--- config.mk ---
export PLATFORM = sky130hd
export DESIGN_NAME = gvram_dot_seq
export DESIGN_NICKNAME = d
export VERILOG_FILES = /design/src/rtl/gvram_dot_seq.sv
export SDC_FILE = /design/constraint.sdc
export NUM_CORES = 1
export LEC_CHECK = 0
export BUFFER_PORTS_ARGS = -buffer_cell sky130_fd_sc_hd__buf_2
export CORE_MARGIN = 2
export CORE_UTILIZATION = 35
export CTS_CLUSTER_SIZE = 24
export DETAILED_ROUTE_END_ITERATION = 8
export MAX_ROUTING_LAYER = met4
export PLACE_DENSITY_LB_ADDON = 0.08
export SKIP_LAST_GASP = 1
export SYNTH_ARGS = -nofsm -noshare
export SYNTH_HDL_FRONTEND = slang
export SYNTH_SLANG_ARGS = --single-unit
--- constraint.sdc ---
create_clock -name CLK -period 7 [get_ports CLK]
set_clock_uncertainty 0.15 [all_clocks]
set_input_delay 2.1 -clock CLK [delete_from_list [all_inputs] [get_ports CLK]]
set_output_delay 2.1 -clock CLK [all_outputs]
set_load 0.02 [all_outputs]
--- src/rtl/gvram_dot_seq.sv ---
// Dot/byte sequencer for the GVRAM display path: dot counter, shift enables, byte loads, fetch address.
// Latency: DOT_EN/LOAD combinational from BLANK and state; CNT/ADDR update on the clock; LINE_END one clock after BLANK rises.
// Backpressure: none; the downstream shift register consumes every DOT_EN and LOAD.
module gvram_dot_seq #(
   parameter int CNT_W  = 3,
   parameter int ADDR_W = 13,
   parameter int PRE_W  = 2,
   parameter int PHASE  = 0
) (
   input  logic              CLK,
   input  logic              RST,
   input  logic              BLANK,
   input  logic              VSTART,
   input  logic [ADDR_W-1:0] BASE,
   input  logic [ADDR_W-1:0] STRIDE,
   input  logic [PRE_W-1:0]  DIV,
   output logic [CNT_W-1:0]  CNT,
   output logic              DOT_EN,
   output logic              LOAD,
   output logic [ADDR_W-1:0] ADDR,
   output logic              LINE_END
);

   localparam logic [CNT_W-1:0] CNT_PHASE = CNT_W'(PHASE);
   localparam logic [CNT_W-1:0] CNT_LAST  = '1;

   logic [PRE_W-1:0]  pre;
   logic [ADDR_W-1:0] line_base;
   logic [ADDR_W-1:0] next_line;
   logic              blank_d;
   logic              tick;
   logic              line_done;

   // >= rather than == so a DIV lowered mid-line takes effect without waiting for a prescaler wrap
   assign tick      = ~BLANK & (pre >= DIV);
   assign DOT_EN    = tick;
   // LOAD marks the last dot of a byte; a byte cut short by BLANK never raises it
   assign LOAD      = tick & (CNT == CNT_LAST);
   assign line_done = BLANK & ~blank_d;
   assign next_line = line_base + STRIDE;

   // Prescaler: cleared in blanking and on every dot advance, otherwise counts clocks
   always_ff @(posedge CLK or posedge RST) begin
      if (RST)
         pre <= '0;
      else if (BLANK || tick)
         pre <= '0;
      else
         pre <= pre + PRE_W'(1);
   end

   // Dot counter: parked at the alignment phase in blanking, steps on each tick in active video
   always_ff @(posedge CLK or posedge RST) begin
      if (RST)
         CNT <= CNT_PHASE;
      else if (BLANK)
         CNT <= CNT_PHASE;
      else if (tick)
         CNT <= CNT + CNT_W'(1);
   end

   // Fetch address: frame rebase beats line advance, which beats the per-byte increment
   always_ff @(posedge CLK or posedge RST) begin
      if (RST) begin
         line_base <= '0;
         ADDR      <= '0;
      end else if (VSTART) begin
         line_base <= BASE;
         ADDR      <= BASE;
      end else if (line_done) begin
         line_base <= next_line;
         ADDR      <= next_line;
      end else if (LOAD) begin
         ADDR      <= ADDR + ADDR_W'(1);
      end
   end

   // Blank edge detect; blank_d resets high so leaving reset inside blanking is not a line end
   always_ff @(posedge CLK or posedge RST) begin
      if (RST) begin
         blank_d  <= 1'b1;
         LINE_END <= 1'b0;
      end else begin
         blank_d  <= BLANK;
         LINE_END <= line_done;
      end
   end

endmodule

**After elaboration in Yosys (flattened, before gate mapping)**

Cells that the tools add are included.

- Equal/unequal tests: 1
- Add/sub/neg operators: 4
- Reductions and logical operators: 4
- Shift operators: 0
- $lt $le $gt $ge: 1
- Multiply operators: 0
- Bitwise operators: 5
- Divide/modulo/power cells: 0
- Muxes and demuxes: 8

Operators with widths:

| operator | count |
|---|---|
| 2-to-1 mux 13 bit | 5 |
| adder 13 x 1 -> 13 bit, second input constant | 1 |
| adder 13 bit | 1 |
| 2-to-1 mux 3 bit | 2 |
| nonzero test 2 bit | 2 |
| adder 3 x 1 -> 3 bit, second input constant | 1 |
| AND 1 bit | 3 |
| equality test 3 bit, second input constant | 1 |
| nonzero test 3 bit | 1 |
| adder 2 x 1 -> 2 bit, second input constant | 1 |
| greater-or-equal comparator 2 bit | 1 |
| 2-to-1 mux 2 bit | 1 |
| inverter 1 bit | 2 |
| logical OR 1 bit | 1 |

- Bits in writable memories: 0
- Input bits: 32
- Bits in read-only memories: 0
- Flip-flop bits (word level): 33
- Bits in latches: 0
- Output and inout bits: 19
- Memories: 0

**Depth between registers and ports, before layout**

- Depth in word-level cells: 6
- Mapped depth: 9
- Depth with buffers taken out: 8

**Least setup slack after synthesis**

Ideal clock, no wire load.

- Kind: input port to output port
- From: input DIV[0]
- To: output LOAD
- Path buffers: 0
- Cell stages on the path: 4
- Path slack: 1680 ps
- Arrival time: 3070 ps
- Path through: ha_1 > nand2b_1 > a21oi_1 > nor2_1

- Longest elaborated chain between the ends: 3

RTL lines:

| what | RTL line | RTL |
|---|---|---|
| start: declaration | 16 | `input logic [PRE_W-1:0] DIV,` |
| greater-or-equal comparator 2 bit | 35 | `assign tick = ~BLANK & (pre >= DIV);` |
| AND 1 bit | 35 |  |
| AND 1 bit | 38 | `assign LOAD = tick & (CNT == CNT_LAST);` |
| end: declaration | 19 | `output logic LOAD,` |

No other way between the ends.

**Worst setup path after layout**

Same ends and word-level chain as after synthesis.

==> results_dict.tcl <==
set metrics [dict create \
    ys_seq_area_share_pct 35.88 \
    first_pass_iters 5 \
    cts_tree "done" \
    p_leak_nw 1.365 \
    period_share_pct 81.76 \
    overflow 0 \
    finalWirelength_um 6109 \
    clock-root-buffer "clkbuf_8" \
    numPortBuffers 50 \
    yosysUniqueCellTypes 56 \
    grt_pass1_vias 1975 \
    worstMarginPinSlew_ns 0.5773 \
    start_util_pct 36.30 \
    worstPathArrival_ns 3.47 \
    routed_wire_length_per_instance_um 15.74 \
    worstSetupPathType "input pin to primary output" \
    min_period_ns 5.723 \
    ff2ff_setup_slack_ns 4.13 \
    synth_fp_nets 309 \
    synth-seq-cells 33 \
    synthesis.area_mm2 0.002305 \
    clk_latency_ns 0.29 \
    synth_area_per_cell_um2 8.898 \
    drv_slew 0 \
    total_power_mw 0.6033 \
    final_net_count 360 \
    postRouteAntennaNets 0 \
    rsz0062_at_grt "false" \
    grt_max_degree 34 \
    viasPerCell 5.399 \
    antenna_found_initial 0 \
    htreeDepth 2 \
    syn_inst 259 \
    drt_iter0_markers 57 \
    maxCapViolCount 0 \
    diodes 0 \
    cts_resized 0 \
    num_rows 29 \
    vias 2095 \
    cp-start-kind "input pin" \
    core_mm2 0.006350 \
    status "finished clean" \
    fp.dieW_um 85.15 \
    cts_sinks 33 \
    area_growth_pct 17.81 \
    timing.slew.headroom_pct 61.11 \
    end_kind "primary output" \
    dp.final_hpwl_um 4646 \
    clk_pin_slew_ns 0.06 \
    hold_ws_ns 0.3365 \
    die_h_um 85.15 \
    setup_viol 0 \
    cts_max_path_buffers 2 \
    crit_top_cell "buf_2" \
    synthFlopType "dfrtp_1" \
    post_cts_buffers 0 \
    ctsHoldBuffers 0 \
    route.detailed.drc 0 \
    irDropWorstVdd_v 0.0001412 \
    die_area_mm2 0.007250 \
    cts_buffers 5 \
    cp_max_fo 6 \
    p_per_area_mw_per_mm2 222.2 \
    synth_edf_count 0 \
    hold_path.class "register to register" \
    yosys_warnings 0 \
    fin_tns_setup_ns 0 \
    grt_pass1_wl_um 9922 \
    required_ns 4.75 \
    drive_above_1_share_pct 21.22 \
    globalplace.congestion 0.8014 \
    io_pins 51 \
    cp_slowest_cell "a21oi_1" \
    max_freq_ghz 0.1747 \
    synthArstFlopShare_pct 100.0 \
    worstPathCellList "buf_2 -> ha_1 -> nand2b_1 -> a21oi_1 -> nor2_1 -> buf_2" \
    max_stage_delay_ns 0.40 \
    track_usage_pct 17.92 \
    finalHoldViolCount 0 \
]
[worst paths after layout]
kind / end / startpoint / depth (start not counted)
worst min register to register: pre[0]$_DFF_PP0_ / pre[0]$_DFF_PP0_ / 1
max in group asynchronous: blank_d$_DFF_PP1_ / RST / 3
worst max register to register: ADDR[8]$_DFFE_PP0P_ / line_base[0]$_DFFE_PP0P_ / 8
worst max-delay path: LOAD / DIV[0] / 6
worst min-delay path: pre[0]$_DFF_PP0_ / pre[0]$_DFF_PP0_ / 1
min in group asynchronous: ADDR[9]$_DFFE_PP0P_ / RST / 3
[state kept, by name, indices dropped and copies added, names as in the netlist]
name	count
CNT	3
ADDR	13
blank_d	1
LINE_END	1
pre	2
line_base	13
[layout make-up]
| class | count | area, µm² |
|---|---|---|
| Clock inverter | 2 | 10.01 |
| Clock buffer | 6 | 72.57 |
| Timing Repair Buffer | 53 | 272.8 |
| Tap cell | 77 | 96.34 |
| Inverter | 6 | 22.52 |
| Sequential cell | 33 | 827.0 |
| Fill cell | 634 | 3635 |
| Multi-Input combinational cell | 211 | 1414 |
[layout by cell type (no fill, tap or decap), types with 3 or more instances in the layout]
| cell | netlist | final |
|---|---|---|
| and2_1 | 4 | 4 |
| dfrtp_1 | 32 | 32 |
| buf_2 | 3 | 50 |
| and3_1 | 5 | 5 |
| xor2_1 | 5 | 5 |
| a21o_1 | 13 | 13 |
| buf_4 | 1 | 3 |
| clkbuf_8 | 0 | 5 |
| nor2_1 | 16 | 16 |
| nand2_1 | 32 | 32 |
| xnor2_1 | 7 | 7 |
| nor2b_1 | 3 | 3 |
| inv_1 | 6 | 6 |
| mux2i_1 | 4 | 4 |
| a21oi_1 | 23 | 23 |
| nand2b_1 | 6 | 6 |
| nor3_1 | 6 | 6 |
| nand3_1 | 8 | 8 |
| ha_1 | 17 | 17 |
| a211oi_1 | 5 | 5 |
| o21ai_0 | 15 | 15 |
[where the power goes]
| group | switching, mW | internal, mW |
|---|---|---|
| logic | 0.128 | 0.0902 |
| registers | 0.0261 | 0.218 |
| clock network | 0.0724 | 0.0689 |
[through the flow]
step / util [%] / instances / setup slack (ns) / area [µm²]
2_1_floorplan: - / 259 / 1.680 / 2305
4_1_cts: 42.76 / 388 / 1.253 / 2715
6_report: 42.76 / 388 / 1.277 / 2715
3_5_place_dp: 41.46 / 380 / 1.265 / 2633
3_3_place_gp: 41.46 / 380 / 1.268 / 2633
5_1_grt: 42.76 / 388 / 1.152 / 2715
[logic make-up (layout without fill, tap and decap cells)]
family | count (synthesis) | in the layout | synth area share [%]
compound gates | 85 | 85 | 25.08
simple gates | 91 | 91 | 19.38
mux | 5 | 5 | 2.226
xor+xnor | 12 | 12 | 4.560
fa+ha+maj | 18 | 18 | 10.10
flops | 33 | 33 | 35.89
buf+inv | 15 | 67 | 2.769
[synthesized netlist by cell type, types with 2 or more instances]
master	n	area share, %
inv_1	6	0.98
dfrtp_1	32	35
xor2_1	5	1.9
nor3_1	6	1.3
a2bb2oi_1	2	0.76
a221o_1	2	0.87
a31oi_1	2	0.54
mux2i_1	4	1.7
o2bb2ai_1	2	0.76
o21ai_0	15	3.3
and3_1	5	1.4
a21o_1	13	4.2
a22oi_1	2	0.65
nor2b_1	3	0.81
a211oi_1	5	1.6
o211ai_1	2	0.65
a21oi_1	23	5.0
nand2_1	32	5.2
ha_1	17	9.2
nor3b_1	2	0.65
buf_2	3	0.65
nor2_1	16	2.6
nand3_1	8	1.7
xnor2_1	7	2.7
and4_1	2	0.76
clkbuf_1	5	0.81
nand2b_1	6	1.6
and2_1	4	1.1
[critical path, delay by kind of cell]
| kind | cells | cell delay (ns) |
|---|---|---|
| AOI/OAI and AO/OA | 1 | 0.40 |
| adders and majority gates | 1 | 0.27 |
| buffers and inverters | 2 | 0.31 |
| and+or+nand+nor | 2 | 0.39 |
[layer usage]
metal	wire (µm)	global-route usage (%)
met5	0	-
met3	304	3.210
met4	66	4.329
met2	2693	26.78
met1	3045	25.31
Note: power is estimated with default switching activity, not from simulation.
